`config.mk`:
```
export PLATFORM = sky130hd
export DESIGN_NAME = uart_rx_framer
export DESIGN_NICKNAME = d
export VERILOG_FILES = /design/src/rtl/uart_rx_framer.sv
export SDC_FILE = /design/constraint.sdc
export NUM_CORES = 1
export LEC_CHECK = 0
export ABC_AREA = 0
export CAP_MARGIN = 20
export CORE_MARGIN = 3
export CORE_UTILIZATION = 35
export CTS_CLUSTER_SIZE = 8
export DETAILED_ROUTE_END_ITERATION = 10
export SYNTH_ARGS = -nofsm -noshare
export SYNTH_HDL_FRONTEND = slang
export SYNTH_SLANG_ARGS = --single-unit
```
`constraint.sdc`:
```
create_clock -name clk -period 2.7 [get_ports clk]
set_clock_uncertainty 0.05 [all_clocks]
set_input_delay 0.54 -clock clk [delete_from_list [all_inputs] [get_ports clk]]
set_output_delay 0.54 -clock clk [all_outputs]
set_load 0.01 [all_outputs]
```
`src/rtl/uart_rx_framer.sv`:
```
// uart_rx_framer
// 8N1 serial receiver with 16x oversampling. Each bit is decided by a 2-of-3 vote.
// It rejects false starts and flags framing errors. A held-low line (break) is
// reported once, and the receiver then waits for a full idle bit before it
// re-arms for the next frame.
module uart_rx_framer #(
   parameter int CLK_FREQ   = 50000000,
   parameter int BAUD       = 115200,
   parameter int OVERSAMPLE = 16
) (
   input  logic       clk,
   input  logic       rst,
   input  logic       rx_serial,
   output logic [7:0] rx_data,
   output logic       rx_ready,
   output logic       frame_err,
   output logic       break_det,
   output logic       rx_active
);

   // Clocks per oversample tick, rounded to nearest (27 at defaults).
   localparam int DIV   = (CLK_FREQ + (BAUD * OVERSAMPLE) / 2) / (BAUD * OVERSAMPLE);
   localparam int DIV_W = (DIV > 1) ? $clog2(DIV) : 1;
   localparam int OS_W  = $clog2(OVERSAMPLE);

   localparam logic [DIV_W-1:0] DIV_LAST = DIV_W'(DIV - 1);
   localparam logic [OS_W-1:0]  IDX_S0   = OS_W'(OVERSAMPLE / 2 - 1);
   localparam logic [OS_W-1:0]  IDX_S1   = OS_W'(OVERSAMPLE / 2);
   localparam logic [OS_W-1:0]  IDX_VOTE = OS_W'(OVERSAMPLE / 2 + 1);
   localparam logic [OS_W-1:0]  IDX_LAST = OS_W'(OVERSAMPLE - 1);

   typedef enum logic [2:0] {
      ST_IDLE      = 3'd0,
      ST_START     = 3'd1,
      ST_DATA      = 3'd2,
      ST_STOP      = 3'd3,
      ST_WAIT_IDLE = 3'd4
   } state_t;

   // 2-of-3 majority of the three mid-bit samples.
   function automatic logic maj3(input logic [2:0] v);
      maj3 = (v[0] & v[1]) | (v[0] & v[2]) | (v[1] & v[2]);
   endfunction

   state_t            state_r;
   state_t            state_nx;
   logic              sync1_r;
   logic              sync2_r;
   logic              prev_r;
   logic [DIV_W-1:0]  div_cnt_r;
   logic [OS_W-1:0]   samp_idx_r;
   logic [OS_W-1:0]   idle_cnt_r;
   logic [2:0]        bit_cnt_r;
   logic [1:0]        samp_r;
   logic [7:0]        shift_r;
   logic [7:0]        rx_data_r;
   logic              rx_ready_r;
   logic              frame_err_r;
   logic              break_det_r;
   logic              rx_active_r;

   logic              rx_s;
   logic              fall_s;
   logic              tick_s;
   logic              vote_tick_s;
   logic              end_tick_s;
   logic              vote_s;
   logic              shift_en_s;
   logic              bit_inc_s;
   logic              load_s;
   logic              ferr_s;
   logic              brk_s;

   assign rx_s        = sync2_r;
   assign fall_s      = prev_r & ~rx_s;
   assign tick_s      = (div_cnt_r == DIV_LAST);
   assign vote_tick_s = tick_s & (samp_idx_r == IDX_VOTE);
   assign end_tick_s  = tick_s & (samp_idx_r == IDX_LAST);
   assign vote_s      = maj3({rx_s, samp_r});

   assign rx_data   = rx_data_r;
   assign rx_ready  = rx_ready_r;
   assign frame_err = frame_err_r;
   assign break_det = break_det_r;
   assign rx_active = rx_active_r;

   // Two-flop synchronizer for the line, plus the previous sample for edge detection.
   always_ff @(posedge clk or posedge rst) begin
      if (rst) begin
         sync1_r <= 1'b1;
         sync2_r <= 1'b1;
         prev_r  <= 1'b1;
      end else begin
         sync1_r <= rx_serial;
         sync2_r <= sync1_r;
         prev_r  <= sync2_r;
      end
   end

   // Tick divider and in-bit sample index. Both are held at zero while idle, so START always begins aligned.
   always_ff @(posedge clk or posedge rst) begin
      if (rst) begin
         div_cnt_r  <= '0;
         samp_idx_r <= '0;
      end else if (state_r == ST_IDLE) begin
         div_cnt_r  <= '0;
         samp_idx_r <= '0;
      end else if (tick_s) begin
         div_cnt_r  <= '0;
         samp_idx_r <= (samp_idx_r == IDX_LAST) ? '0 : samp_idx_r + OS_W'(1);
      end else begin
         div_cnt_r  <= div_cnt_r + DIV_W'(1);
      end
   end

   // Capture the two early mid-bit samples. The third sample is the live value at vote time.
   always_ff @(posedge clk or posedge rst) begin
      if (rst) begin
         samp_r <= 2'b11;
      end else if (tick_s && (samp_idx_r == IDX_S0)) begin
         samp_r[0] <= rx_s;
      end else if (tick_s && (samp_idx_r == IDX_S1)) begin
         samp_r[1] <= rx_s;
      end
   end

   // State register.
   always_ff @(posedge clk or posedge rst) begin
      if (rst) begin
         state_r <= ST_IDLE;
      end else begin
         state_r <= state_nx;
      end
   end

   // Next-state logic and datapath strobes.
   always_comb begin
      state_nx   = state_r;
      shift_en_s = 1'b0;
      bit_inc_s  = 1'b0;
      load_s     = 1'b0;
      ferr_s     = 1'b0;
      brk_s      = 1'b0;
      case (state_r)
         ST_IDLE: begin
            if (fall_s) begin
               state_nx = ST_START;
            end else begin
               state_nx = ST_IDLE;
            end
         end
         ST_START: begin
            if (vote_tick_s && vote_s) begin
               state_nx = ST_IDLE;
            end else if (end_tick_s) begin
               state_nx = ST_DATA;
            end else begin
               state_nx = ST_START;
            end
         end
         ST_DATA: begin
            shift_en_s = vote_tick_s;
            if (end_tick_s) begin
               if (bit_cnt_r == 3'd7) begin
                  state_nx = ST_STOP;
               end else begin
                  bit_inc_s = 1'b1;
               end
            end else begin
               state_nx = ST_DATA;
            end
         end
         ST_STOP: begin
            // Decide at mid-stop so a back-to-back start edge is not missed.
            if (vote_tick_s) begin
               if (vote_s) begin
                  load_s   = 1'b1;
                  state_nx = ST_IDLE;
               end else begin
                  ferr_s   = 1'b1;
                  brk_s    = (shift_r == 8'h00);
                  state_nx = ST_WAIT_IDLE;
               end
            end else begin
               state_nx = ST_STOP;
            end
         end
         ST_WAIT_IDLE: begin
            if (tick_s && rx_s && (idle_cnt_r == IDX_LAST)) begin
               state_nx = ST_IDLE;
            end else begin
               state_nx = ST_WAIT_IDLE;
            end
         end
         default: begin
            state_nx = ST_IDLE;
         end
      endcase
   end

   // Data bit counter. It is cleared during the start bit.
   always_ff @(posedge clk or posedge rst) begin
      if (rst) begin
         bit_cnt_r <= 3'd0;
      end else if (state_r == ST_START) begin
         bit_cnt_r <= 3'd0;
      end else if (bit_inc_s) begin
         bit_cnt_r <= bit_cnt_r + 3'd1;
      end
   end

   // Shift register. Line order is LSB first, so each voted bit enters at the MSB.
   always_ff @(posedge clk or posedge rst) begin
      if (rst) begin
         shift_r <= 8'h00;
      end else if (shift_en_s) begin
         shift_r <= {vote_s, shift_r[7:1]};
      end
   end

   // Consecutive-high tick counter used to recognise a full idle bit after an error or break.
   always_ff @(posedge clk or posedge rst) begin
      if (rst) begin
         idle_cnt_r <= '0;
      end else if ((state_r != ST_WAIT_IDLE) || !rx_s) begin
         idle_cnt_r <= '0;
      end else if (tick_s) begin
         idle_cnt_r <= idle_cnt_r + OS_W'(1);
      end
   end

   // Registered outputs: the data byte, the one-cycle strobes, the sticky error and the activity flag.
   always_ff @(posedge clk or posedge rst) begin
      if (rst) begin
         rx_data_r   <= 8'h00;
         rx_ready_r  <= 1'b0;
         frame_err_r <= 1'b0;
         break_det_r <= 1'b0;
         rx_active_r <= 1'b0;
      end else begin
         rx_ready_r  <= load_s;
         break_det_r <= brk_s;
         rx_active_r <= (state_nx != ST_IDLE);
         if (load_s) begin
            rx_data_r   <= shift_r;
            frame_err_r <= 1'b0;
         end else if (ferr_s) begin
            frame_err_r <= 1'b1;
         end
      end
   end

endmodule

```
# After elaboration in Yosys (flattened, before gate mapping)
# Cells that the tools add are included.
word_totals:
  regBits: 44
  input_bits: 3
  elab_cells: 90
op_classes:
  add_sub_neg: 4
  n_eq_ne: 12
  n_mux: 33
  n_bitwise: 10
  reduce_logical: 15
op_table:
  columns: ["op", "n"]
  rows:
  - ["two-way mux 3 bit", 7]
  - ["two-way mux 4 bit", 5]
  - ["== test 4 bit (second input constant)", 4]
  - ["two-way mux 1 bit", 16]
  - ["one-hot mux 3 bit (5 select lines)", 1]
  - ["two-way mux 5 bit", 2]
  - ["adder 4 x 1 -> 4 bit (second input constant)", 2]
  - ["zero test 8 bit", 1]
  - ["nonzero test 2 bit", 4]
  - ["AND 1 bit", 6]
  - ["== test 3 x 2 -> 1 bit (second input constant)", 2]
  - ["== test 3 bit (second input constant)", 2]
  - ["adder 5 x 1 -> 5 bit (second input constant)", 1]
  - ["== test 5 bit (second input constant)", 1]
  - ["logical AND 1 bit", 5]
  - ["== test 4 x 3 -> 1 bit (second input constant)", 1]
  - ["two-way mux 2 bit", 2]
  - ["adder 3 x 1 -> 3 bit (second input constant)", 1]
  - ["== test 3 x 1 -> 1 bit (second input constant)", 1]
  - ["zero test 3 bit", 1]
  - ["!= test 3 bit (second input constant)", 1]
  - ["nonzero test 3 bit", 1]
  - ["inverter 1 bit", 2]
  - ["bitwise OR 1 bit", 2]
  - ["other kinds (3)", 3]

# Depth between registers and ports, before layout
# Gate-level depths: netlist of the first run.
depth:
  ltp_word: 8
  mapped_depth: 8

# Worst setup path before layout of the first run
# No wires, ideal clock.
synth_timing:
  path_kind: "register to register"
  start: "register div_cnt_r[0]"
  end: "register shift_r[0]"
  setup_ns: 0.125
  t_arrival_ns: 1.688
  required_ns: 2.525
  slack_ns: 0.837
  stages_incl_launch_ff: 8
  path_buffers: 1
  synth_period_minus_slack_ns: 1.863
  path_cell_list: "dfrtp_1 inv_1 ha_1 and4b_1 clkbuf_1 nand2_1 nor2_2 mux2_2"
synth_via:
  elab_chain_len: 3
synth_lines:
  columns: ["item", "line", "text"]
  rows:
  - ["start, declared", "50", "logic [DIV_W-1:0] div_cnt_r;"]
  - ["start signal, assigned", "112", "div_cnt_r <= div_cnt_r + DIV_W'(1);"]
  - ["== test 5 bit", "76", "assign tick_s = (div_cnt_r == DIV_LAST);"]
  - ["AND 1 bit", "77", "assign vote_tick_s = tick_s & (samp_idx_r == IDX_VOTE);"]
  - ["two-way mux 1 bit", "144", "case (state_r)"]
  - ["end signal, assigned", "217", "shift_r <= {vote_s, shift_r[7:1]};"]
  - ["end, declared", "55", "logic [7:0] shift_r;"]
# Every way passes these cells.
# A chain may end at the register's enable or synchronous reset.

# Worst setup path after layout of the first run
layout_timing:
  start: "register div_cnt_r[0]"
  end: "register rx_data_r[6], in the netlist rx_data[6]"
layout_via:
  elab_chain_len: 4
layout_lines:
  columns: ["item", "line", "text"]
  rows:
  - ["== test 5 bit", "76", null]
  - ["AND 1 bit", "77", null]
  - ["two-way mux 1 bit", "175", "if (vote_tick_s) begin"]
  - ["two-way mux 1 bit", "144", null]
  - ["end signal, assigned", "245", "rx_data_r <= shift_r;"]
  - ["end, declared", "56", "logic [7:0] rx_data_r;"]
# Every way passes these cells.

==> flow_summary.toml, run 1 <==
[cts]
cts_tree = "built"
h-tree-depth = 2
cts_made_buffers = 5
ctsRootBufferMaster = "clkbuf_8"
cts.hold.buffers_added = 0
clkLatencyLatePin_ns = 0.29
cts_resized = 0
cts_setup_buffers = 0
cts.sinks = 44
cts_buffer_depth = 2
path_clk_slew_ns = 0.08

[detailed_routing]
vias = 1241
ant_nets = 0
vias_per_cell = 4.925
met1_length_um = 1596
highest_layer = "met4"
wire_per_inst_um = 14.08
wirelength_um = 3548
drt_iter0_drc = 147
route.met3.wl_um = 139
met2_length_um = 1759
first_pass_iters = 4
drc = 0

[placement]
gp_congestion = 0.8983
port-buffer-count = 14
dp_cells = 244
dpl.hpwl_um = 2573
post-place-ws_ns = 0.7312

[cells_and_area]
area_delta_synth_final_pct = 19.41
layout.cells.non_filler = 252
layout-drive-gt1-share_pct = 21.43
diodes = 0
nets = 192

[pwr]
power_density_nw_per_um2 = 669.2
vdd_drop_max_mv = 0.4431
p_leak_nw = 1.066

[worst_setup_path]
max_stage_delay_ns = 0.42
timing.rr.start = "div_cnt_r[0]$_DFF_PP0_"
cpMaxStageDelayCell = "dfrtp_1"
rrSetupSlack_ns = 0.73
worst_setup_path_start_kind = "flop"
reg2regPathDepth = 6
startpoint = "div_cnt_r[0]$_DFF_PP0_"
cp_max_fo = 10
path_cells = "inv_1 -> ha_1 -> nand4b_2 -> nor3_2 -> nand2_2 -> mux2_1"
r2r_end = "rx_data[6]$_DFFE_PP0P_"
critPathKind = "reg2reg"
arrival_ns = 2.10
crit_end = "rx_data[6]$_DFFE_PP0P_"
end_kind = "flop"
crit_required_ns = 2.83

[sta]
worst_slew_pin_slew_ns = 0.6375
hold_viol = 0
slew_headroom_pct = 57.17
setup_tns_ns = 0
period_share_pct = 72.97
slew_violations = 0
grt_setup_unrepaired = "false"
fmax_mhz = 507.6
setup_viol = 0
setup_ws_ns = 0.7298
fin_crit_ns = 1.970

[yosys]
syn_nets = 172
yosysSeqAreaShare_pct = 56.33
synth_edf_count = 0
syn_area_per_cell_um2 = 12.21
synth_flop_cell = "dfrtp_1"
synth_area_um2 = 1966
async_flop_share_pct = 100.0
ys_ff_latch = 44
yosys.cell_types.count = 42
synthCells = 161
ys_warn_count = 0

[grt]
antenna_found_initial = 0
track_usage_pct = 12.46
grt_max_degree = 45
grt_pass1_wl_um = 6292
grt_overflow = 0
grt_pass1_vias = 1335

[floorplanning]
start_util_pct = 37.30
rows = 26
die_h_um = 80.94
ioPinCount = 15
die_w_um = 80.94
fp.dieArea_um2 = 6551
core-area_um2 = 5270

[run_status]
outcome = "completed"

[worst_hold_path]
holdCritStartpoint = "sync1_r$_DFF_PP1_"
hp-class = "reg2reg"

[run]
drv_cap = 0
[metrics by stage]
stage	total power, mW	utilization, %	hold WS [ns]	instance area, µm²
global route	1.649	44.54	0.3163	2347
global placement	0.8864	41.52	0.2958	2188
floorplan	0.8544	-	0.2952	1966
detailed placement	0.8989	41.52	0.3028	2188
finish	1.571	44.54	0.3110	2347
CTS	1.592	44.54	0.3145	2347
[cell usage in the layout, fill, tap and decap left out, types with 3 or more instances in the layout]
cell type and count:
a21oi_1 4, bufinv_16 3, clkbuf_8 5, clkdlybuf4s50_1 14, dfrtp_1 39, dfstp_2 5, ha_1 8, inv_1 6
mux2_2 16, nand2_1 11, nand3_1 9, nand4_1 3, nor2_1 15, nor4_1 3, xnor2_1 3, xor2_1 5
[synth_stat cells, drive strengths merged, types with 2 or more instances]
cell,n,share of area (%)
mux2,17,9.7
nand2,12,2.4
dfrtp,39,50
o21ai,2,0.51
xor2,5,2.2
nand3b,2,0.76
inv,6,1.1
nand4,3,0.95
dfstp,5,6.7
nand3,9,2.3
nor4,4,2.0
ha,8,5.1
mux2i,2,1.0
xnor2,3,1.3
nor3,3,1.0
buf,2,0.83
nand4b,3,1.7
a21oi,4,1.0
nor2,16,3.2
[worst min-delay path by stage]
stage | cells after the start | to | slack (ns)
after detailed placement | 0 | rx_s$_DFF_PP1_ | 0.30
after CTS | 0 | rx_s$_DFF_PP1_ | 0.31
after global routing | 0 | rx_s$_DFF_PP1_ | 0.32
after global placement | 0 | rx_s$_DFF_PP1_ | 0.30
final | 0 | rx_s$_DFF_PP1_ | 0.31
after floorplan | 0 | rx_s$_DFF_PP1_ | 0.30
[worst max-delay path: cells and delay by family, from the launching register on]
family / cells / cell delay, ns
adder cells (fa/ha/maj): 1 / 0.17
AND/OR/NAND/NOR: 3 / 0.80
multiplexers: 1 / 0.35
buffers and inverters: 1 / 0.07
flip-flops: 1 / 0.42
[layout make-up]
class	instances	area [µm²]
Clock buffer	5	68.82
Inverter	6	22.52
Sequential cell	44	1107
Tap cell	70	87.58
Multi-Input combinational cell	108	815.8
Timing Repair Buffer	16	155.1
Fill cell	495	2923
Clock inverter	3	90.09
[registers in the layout, indices dropped and copies added, names as in the netlist]
register	flops
rx_ready	1
break_det	1
samp_r	2
rx_data	8
samp_idx_r	4
rx_s	1
idle_cnt_r	4
div_cnt_r	5
prev_r	1
bit_cnt_r	3
shift_r	8
state_r	3
frame_err	1
rx_active	1
sync1_r	1
[layer usage]
| layer | global-route usage [%] | vias up |
|---|---|---|
| met1 | 15.72 | 607 |
| met4 | 3.716 | 0 |
| met3 | 3.880 | 4 |
| met5 | 0 | - |
| li1 | - | 606 |
| met2 | 20.53 | 24 |
[power breakdown]
group / total (mW) / switching (mW) / internal [mW]
combinational: 0.133 / 0.0733 / 0.0600
clock: 0.686 / 0.223 / 0.463
sequential: 0.752 / 0.0473 / 0.704
total: 1.57 / 0.344 / 1.23
[logic make-up after synthesis]
| family | after synthesis | share of synthesized area (%) |
|---|---|---|
| simple gates | 60 | 17.57 |
| xor+xnor | 8 | 3.565 |
| flops | 44 | 56.33 |
| buf+inv | 9 | 2.164 |
| compound gates | 12 | 4.011 |
| mux | 19 | 10.76 |
| fa+ha+maj | 9 | 5.602 |
Note: power is estimated with default switching activity, not from simulation.
==> run 2, diff against run 1 <==
==> constraint.sdc (replaced) <==
create_clock -name clk -period 2.03 [get_ports clk]
set_clock_uncertainty 0.05 [all_clocks]
set_input_delay 0.406 -clock clk [delete_from_list [all_inputs] [get_ports clk]]
set_output_delay 0.406 -clock clk [all_outputs]
set_load 0.01 [all_outputs]
==> run 2 against run 1 <==
Net effect: critical endpoint is now bit_cnt_r[1]$_DFFE_PP0P_; sequential share of layout area down 0.050 points; highest routed layer unchanged; clock power up 2%; non-clock buffer count up 3; critical path type unchanged.
==> flow_summary.toml, run 2 (synthesis gave the netlist of run 1 again) <==
[worst_setup_path]
cp_max_fo = 6
end_kind = "flop"
crit_required_ns = 2.17
worst_setup_path_start_kind = "flop"
critPathKind = "reg2reg"
arrival_ns = 2.01

[detailed_routing]
wirelength_um = 3570
first_pass_iters = 4
ant_nets = 0
vias = 1290
vias_per_cell = 5.059
drc = 0
wire_per_inst_um = 14.00
drt_iter0_drc = 103

[sta]
slew_violations = 0
period_share_pct = 92.20
slew_headroom_pct = 76.77
setup_viol = 0
setup_ws_ns = 0.1584
setup_tns_ns = 0
grt_setup_unrepaired = "false"
fin_crit_ns = 1.872
worst_slew_pin_slew_ns = 0.3458
hold_viol = 0
fmax_mhz = 534.3
whs_ns = 0.3082

[cts]
h-tree-depth = 2
cts_tree = "built"
ctsRootBufferMaster = "clkbuf_8"
path_clk_slew_ns = 0.09
clkLatencyLatePin_ns = 0.30
cts_buffer_depth = 2
cts_made_buffers = 5
cts.sinks = 44

[pwr]
vdd_drop_max_mv = 0.3347
p_int_mw = 1.431
swShare_pct = 24.27
power_mw = 1.890
power_frac_comb_pct = 10.3
switchingPower_mw = 0.4586
p_seq_share_pct = 52.8
p_leak_nw = 1.068
clkPwrFrac_pct = 36.9
power_density_nw_per_um2 = 804.2

[floorplanning]
die_w_um = 80.94
core-area_um2 = 5270
die_h_um = 80.94
ioPinCount = 15
rows = 26
start_util_pct = 37.30
fp.dieArea_um2 = 6551

[cells_and_area]
diodes = 0
layout-drive-gt1-share_pct = 22.70
area_delta_synth_final_pct = 19.54
final_cell_mix = "dfrtp_1 (39), mux2_2 (16), nor2_1 (15), clkdlybuf4s50_1 (14), nand2_1 (11)"
nets = 195
design_area_um2 = 2350
final_common_cell = "dfrtp_1"

[placement]
dpl.hpwl_um = 2626
port-buffer-count = 14
post-place-ws_ns = 0.1435
placed_area_um2 = 2223
gp_congestion = 0.8617

[grt]
antenna_found_initial = 0
track_usage_pct = 12.51
grt_max_degree = 45
grt_pass1_wl_um = 6341
grt_overflow = 0
grt_pass1_vias = 1375

[run_status]
outcome = "completed"

[worst_hold_path]
hp-class = "reg2reg"

[run]
drv_cap = 0
-- run 2: worst max-delay path, cell delays in order, from the launching register on --
cell and delay [ns]:
dfrtp_1 0.44, or3b_1 0.51, nor4_4 0.42, mux2i_1 0.28, nor2_1 0.07
-- run 2: path summary, 6_finish.rpt --
| path | slack (ns) | cells after the start | to | startpoint |
|---|---|---|---|---|
| setup reg to reg | 0.16 | 4 | bit_cnt_r[1]$_DFFE_PP0P_ | state_r[2]$_DFF_PP0_ |
| min in group asynchronous | 0.41 | 3 | shift_r[5]$_DFFE_PP0P_ | rst |
| max in group asynchronous | 1.26 | 3 | samp_r[1]$_DFFE_PP1P_ | rst |
| hold / removal | 0.31 | 0 | rx_s$_DFF_PP1_ | sync1_r$_DFF_PP1_ |
| hold reg to reg | 0.31 | 0 | rx_s$_DFF_PP1_ | sync1_r$_DFF_PP1_ |
| setup / recovery | 0.16 | 4 | bit_cnt_r[1]$_DFFE_PP0P_ | state_r[2]$_DFF_PP0_ |
-- run 2: timing repair --
action,4_1_cts,5_1_grt
hold buffers,0,0
resized for setup,0,1
setup buffers,0,0
setup endpoints to repair,0,3
-- run 2: stage by stage --
| stage | utilization (%) | cells |
|---|---|---|
| after floorplan | - | 161 |
| after global placement | 42.19 | 247 |
| after detailed placement | 42.19 | 247 |
| after CTS | 44.49 | 255 |
| after global routing | 44.59 | 255 |
| final | 44.59 | 255 |
-- run 2: routing by layer --
metal	track usage (%)	up-vias	share of wire, %
li1	-	611	-
met1	15.92	633	43
met2	20.36	39	50
met3	3.769	7	5.9
met4	4.054	0	1.2
met5	0	-	0
-- run 2: power groups by stage --
stage	Sequential [mW]	Clock [mW]	Combinational, mW
floorplan	1.00	0	0.135
global placement	1.01	0	0.184
detailed placement	1.01	0	0.200
CTS	0.997	0.720	0.201
global route	1.01	0.767	0.228
finish	0.997	0.697	0.195
-- run 2: layout make-up --
class | count | area [µm²]
Sequential cell | 44 | 1107
Tap cell | 70 | 87.58
Clock buffer | 6 | 82.58
Timing Repair Buffer | 19 | 190.2
Clock inverter | 2 | 38.79
Fill cell | 496 | 2920
Multi-Input combinational cell | 108 | 820.8
Inverter | 6 | 22.52
==> run 3, diff against run 2 <==
--- a/config.mk
+++ b/config.mk
@@ -7,10 +7,14 @@
 export LEC_CHECK = 0
 export ABC_AREA = 0
 export CAP_MARGIN = 20
+export CELL_PAD_IN_SITES_DETAIL_PLACEMENT = 0
+export CELL_PAD_IN_SITES_GLOBAL_PLACEMENT = 2
 export CORE_MARGIN = 3
-export CORE_UTILIZATION = 35
+export CORE_UTILIZATION = 30
 export CTS_CLUSTER_SIZE = 8
 export DETAILED_ROUTE_END_ITERATION = 10
+export PLACE_DENSITY_LB_ADDON = 0.1
+export RECOVER_POWER = 100
 export SYNTH_ARGS = -nofsm -noshare
 export SYNTH_HDL_FRONTEND = slang
 export SYNTH_SLANG_ARGS = --single-unit
==> run 3 against run 2 <==
Net effect: die area is 15% higher; global-route usage is 1.0 points lower; sequential cell count stayed put; critical path type unchanged; largest power group unchanged; highest routed layer unchanged.
==> flow_summary.toml, run 3 (synthesis gave the netlist of run 1 again) <==
[run_status]
outcome = "completed"

[worst_setup_path]
r2r_end = "shift_r[7]$_DFFE_PP0P_"
crit_end = "shift_r[7]$_DFFE_PP0P_"
max_stage_delay_ns = 0.41
path_delay_family = "simple AND/OR/NAND/NOR gates"
path_cells = "inv_1 -> ha_1 -> and4b_1 -> nand2_1 -> nor2_2 -> clkbuf_4 -> mux2_2"
cpMaxStageDelayCell = "dfrtp_1"
crit_required_ns = 2.17
timing.rr.start = "div_cnt_r[0]$_DFF_PP0_"
cp_max_fo = 8
path_depth = 7
arrival_ns = 1.99
end_kind = "flop"
startpoint = "div_cnt_r[0]$_DFF_PP0_"
reg2regPathDepth = 7
critPathBufInv = 2
critPathKind = "reg2reg"
rrSetupSlack_ns = 0.18
worst_setup_path_start_kind = "flop"

[pwr]
p_leak_nw = 1.112
vdd_drop_max_mv = 0.3519
p_int_mw = 1.513
clkPwrFrac_pct = 40.4
p_seq_share_pct = 50.3
power_frac_comb_pct = 9.3
swShare_pct = 23.33
power_density_nw_per_um2 = 834.2
switchingPower_mw = 0.4604

[sta]
grt_setup_unrepaired = "false"
period_share_pct = 91.31
slew_violations = 0
slew_headroom_pct = 28.17
fin_crit_ns = 1.854
fmax_mhz = 539.5
hold_viol = 0
worst_slew_pin_slew_ns = 1.077
setup_viol = 0
setup_tns_ns = 0

[cts]
h-tree-depth = 2
cts_setup_buffers = 0
path_clk_slew_ns = 0.08
cts_made_buffers = 5
cts.hold.buffers_added = 0
clkLatencyLatePin_ns = 0.29
cts_tree = "built"
cts_buffer_depth = 2
cts_resized = 0
cts.sinks = 44
ctsRootBufferMaster = "clkbuf_8"

[grt]
grt_pass1_vias = 1366
antenna_found_initial = 0
grt_pass1_wl_um = 6679
grt_max_degree = 45
track_usage_pct = 11.50
grt_overflow = 0

[worst_hold_path]
holdPathStages = 0
hp-class = "reg2reg"

[detailed_routing]
first_pass_iters = 4
wirelength_um = 3734
vias = 1270
ant_nets = 0
vias_per_cell = 4.829
wire_per_inst_um = 14.20
drt_iter0_drc = 87
drc = 0

[placement]
gp_congestion = 0.7180
placed_area_um2 = 2252
dpl.hpwl_um = 2667
port-buffer-count = 14

[cells_and_area]
layout-drive-gt1-share_pct = 22.34
fin_util_pct = 38.59
area_delta_synth_final_pct = 20.37
nets = 198
diodes = 0
final_common_cell = "dfrtp_1"
final_cell_mix = "dfrtp_1 (39), mux2_2 (16), nor2_1 (15), dlygate4sd3_1 (14), nand2_1 (11)"
design_area_um2 = 2366

[floorplanning]
rows = 28
core-area_um2 = 6131
die_w_um = 86.95
start_util_pct = 32.06
ioPinCount = 15
die_h_um = 86.95
fp.dieArea_um2 = 7559

[run]
drv_cap = 0
-- run 3: metal layers --
| layer | routed length [µm] | track usage [%] | up-vias | share of wire, % |
|---|---|---|---|---|
| li1 | - | - | 619 | - |
| met5 | 0 | 0 | - | 0 |
| met2 | 1762 | 18.01 | 14 | 47 |
| met3 | 104 | 3.500 | 4 | 2.8 |
| met1 | 1820 | 15.14 | 633 | 49 |
| met4 | 47 | 3.824 | 0 | 1.3 |
-- run 3: layout make-up --
| type | count | area, µm² |
|---|---|---|
| fill | 580 | 3765 |
| sequential | 44 | 1107 |
| multi-input combinational | 108 | 815.8 |
| timing repair buffer | 22 | 193.9 |
| tap | 75 | 93.84 |
| clock buffer | 6 | 72.57 |
| clock inverter | 2 | 60.06 |
| inverter | 6 | 22.52 |
-- run 3: worst register-to-register path: cells and delay by family (launching register included) --
family / cells / cell delay, ns
and+or+nand+nor: 3 / 0.49
DFF: 1 / 0.41
muxes: 1 / 0.34
buffers and inverters: 2 / 0.27
adders and majority gates: 1 / 0.19
-- run 3: how the worst min path moves through the flow --
stage / startpoint / end / slack [ns]
floorplan: sync1_r$_DFF_PP1_ / rx_s$_DFF_PP1_ / 0.30
global placement: sync1_r$_DFF_PP1_ / rx_s$_DFF_PP1_ / 0.30
global route: sync1_r$_DFF_PP1_ / rx_s$_DFF_PP1_ / 0.32
finish: sync1_r$_DFF_PP1_ / rx_s$_DFF_PP1_ / 0.31
detailed placement: sync1_r$_DFF_PP1_ / rx_s$_DFF_PP1_ / 0.30
CTS: sync1_r$_DFF_PP1_ / rx_s$_DFF_PP1_ / 0.31
-- run 3: stage by stage --
stage                     power, mW  instances  worst slack [ns]  hold WS (ns)
after global placement        1.202        255            0.2162        0.2998
after floorplan               1.136        161            0.1669        0.2952
after detailed placement      1.206        255            0.1750        0.2968
after CTS                     2.014        263            0.1696        0.3091
after global routing          2.085        263           0.01632        0.3231
final                         1.974        263            0.1764        0.3135
-- run 3: power groups by stage --
stage,Clock (mW),Sequential [mW],Combinational (mW)
finish,0.797,0.994,0.183
global route,0.862,1.01,0.215
CTS,0.825,0.996,0.193
detailed placement,0,1.01,0.194
global placement,0,1.01,0.192
floorplan,0,1.00,0.135
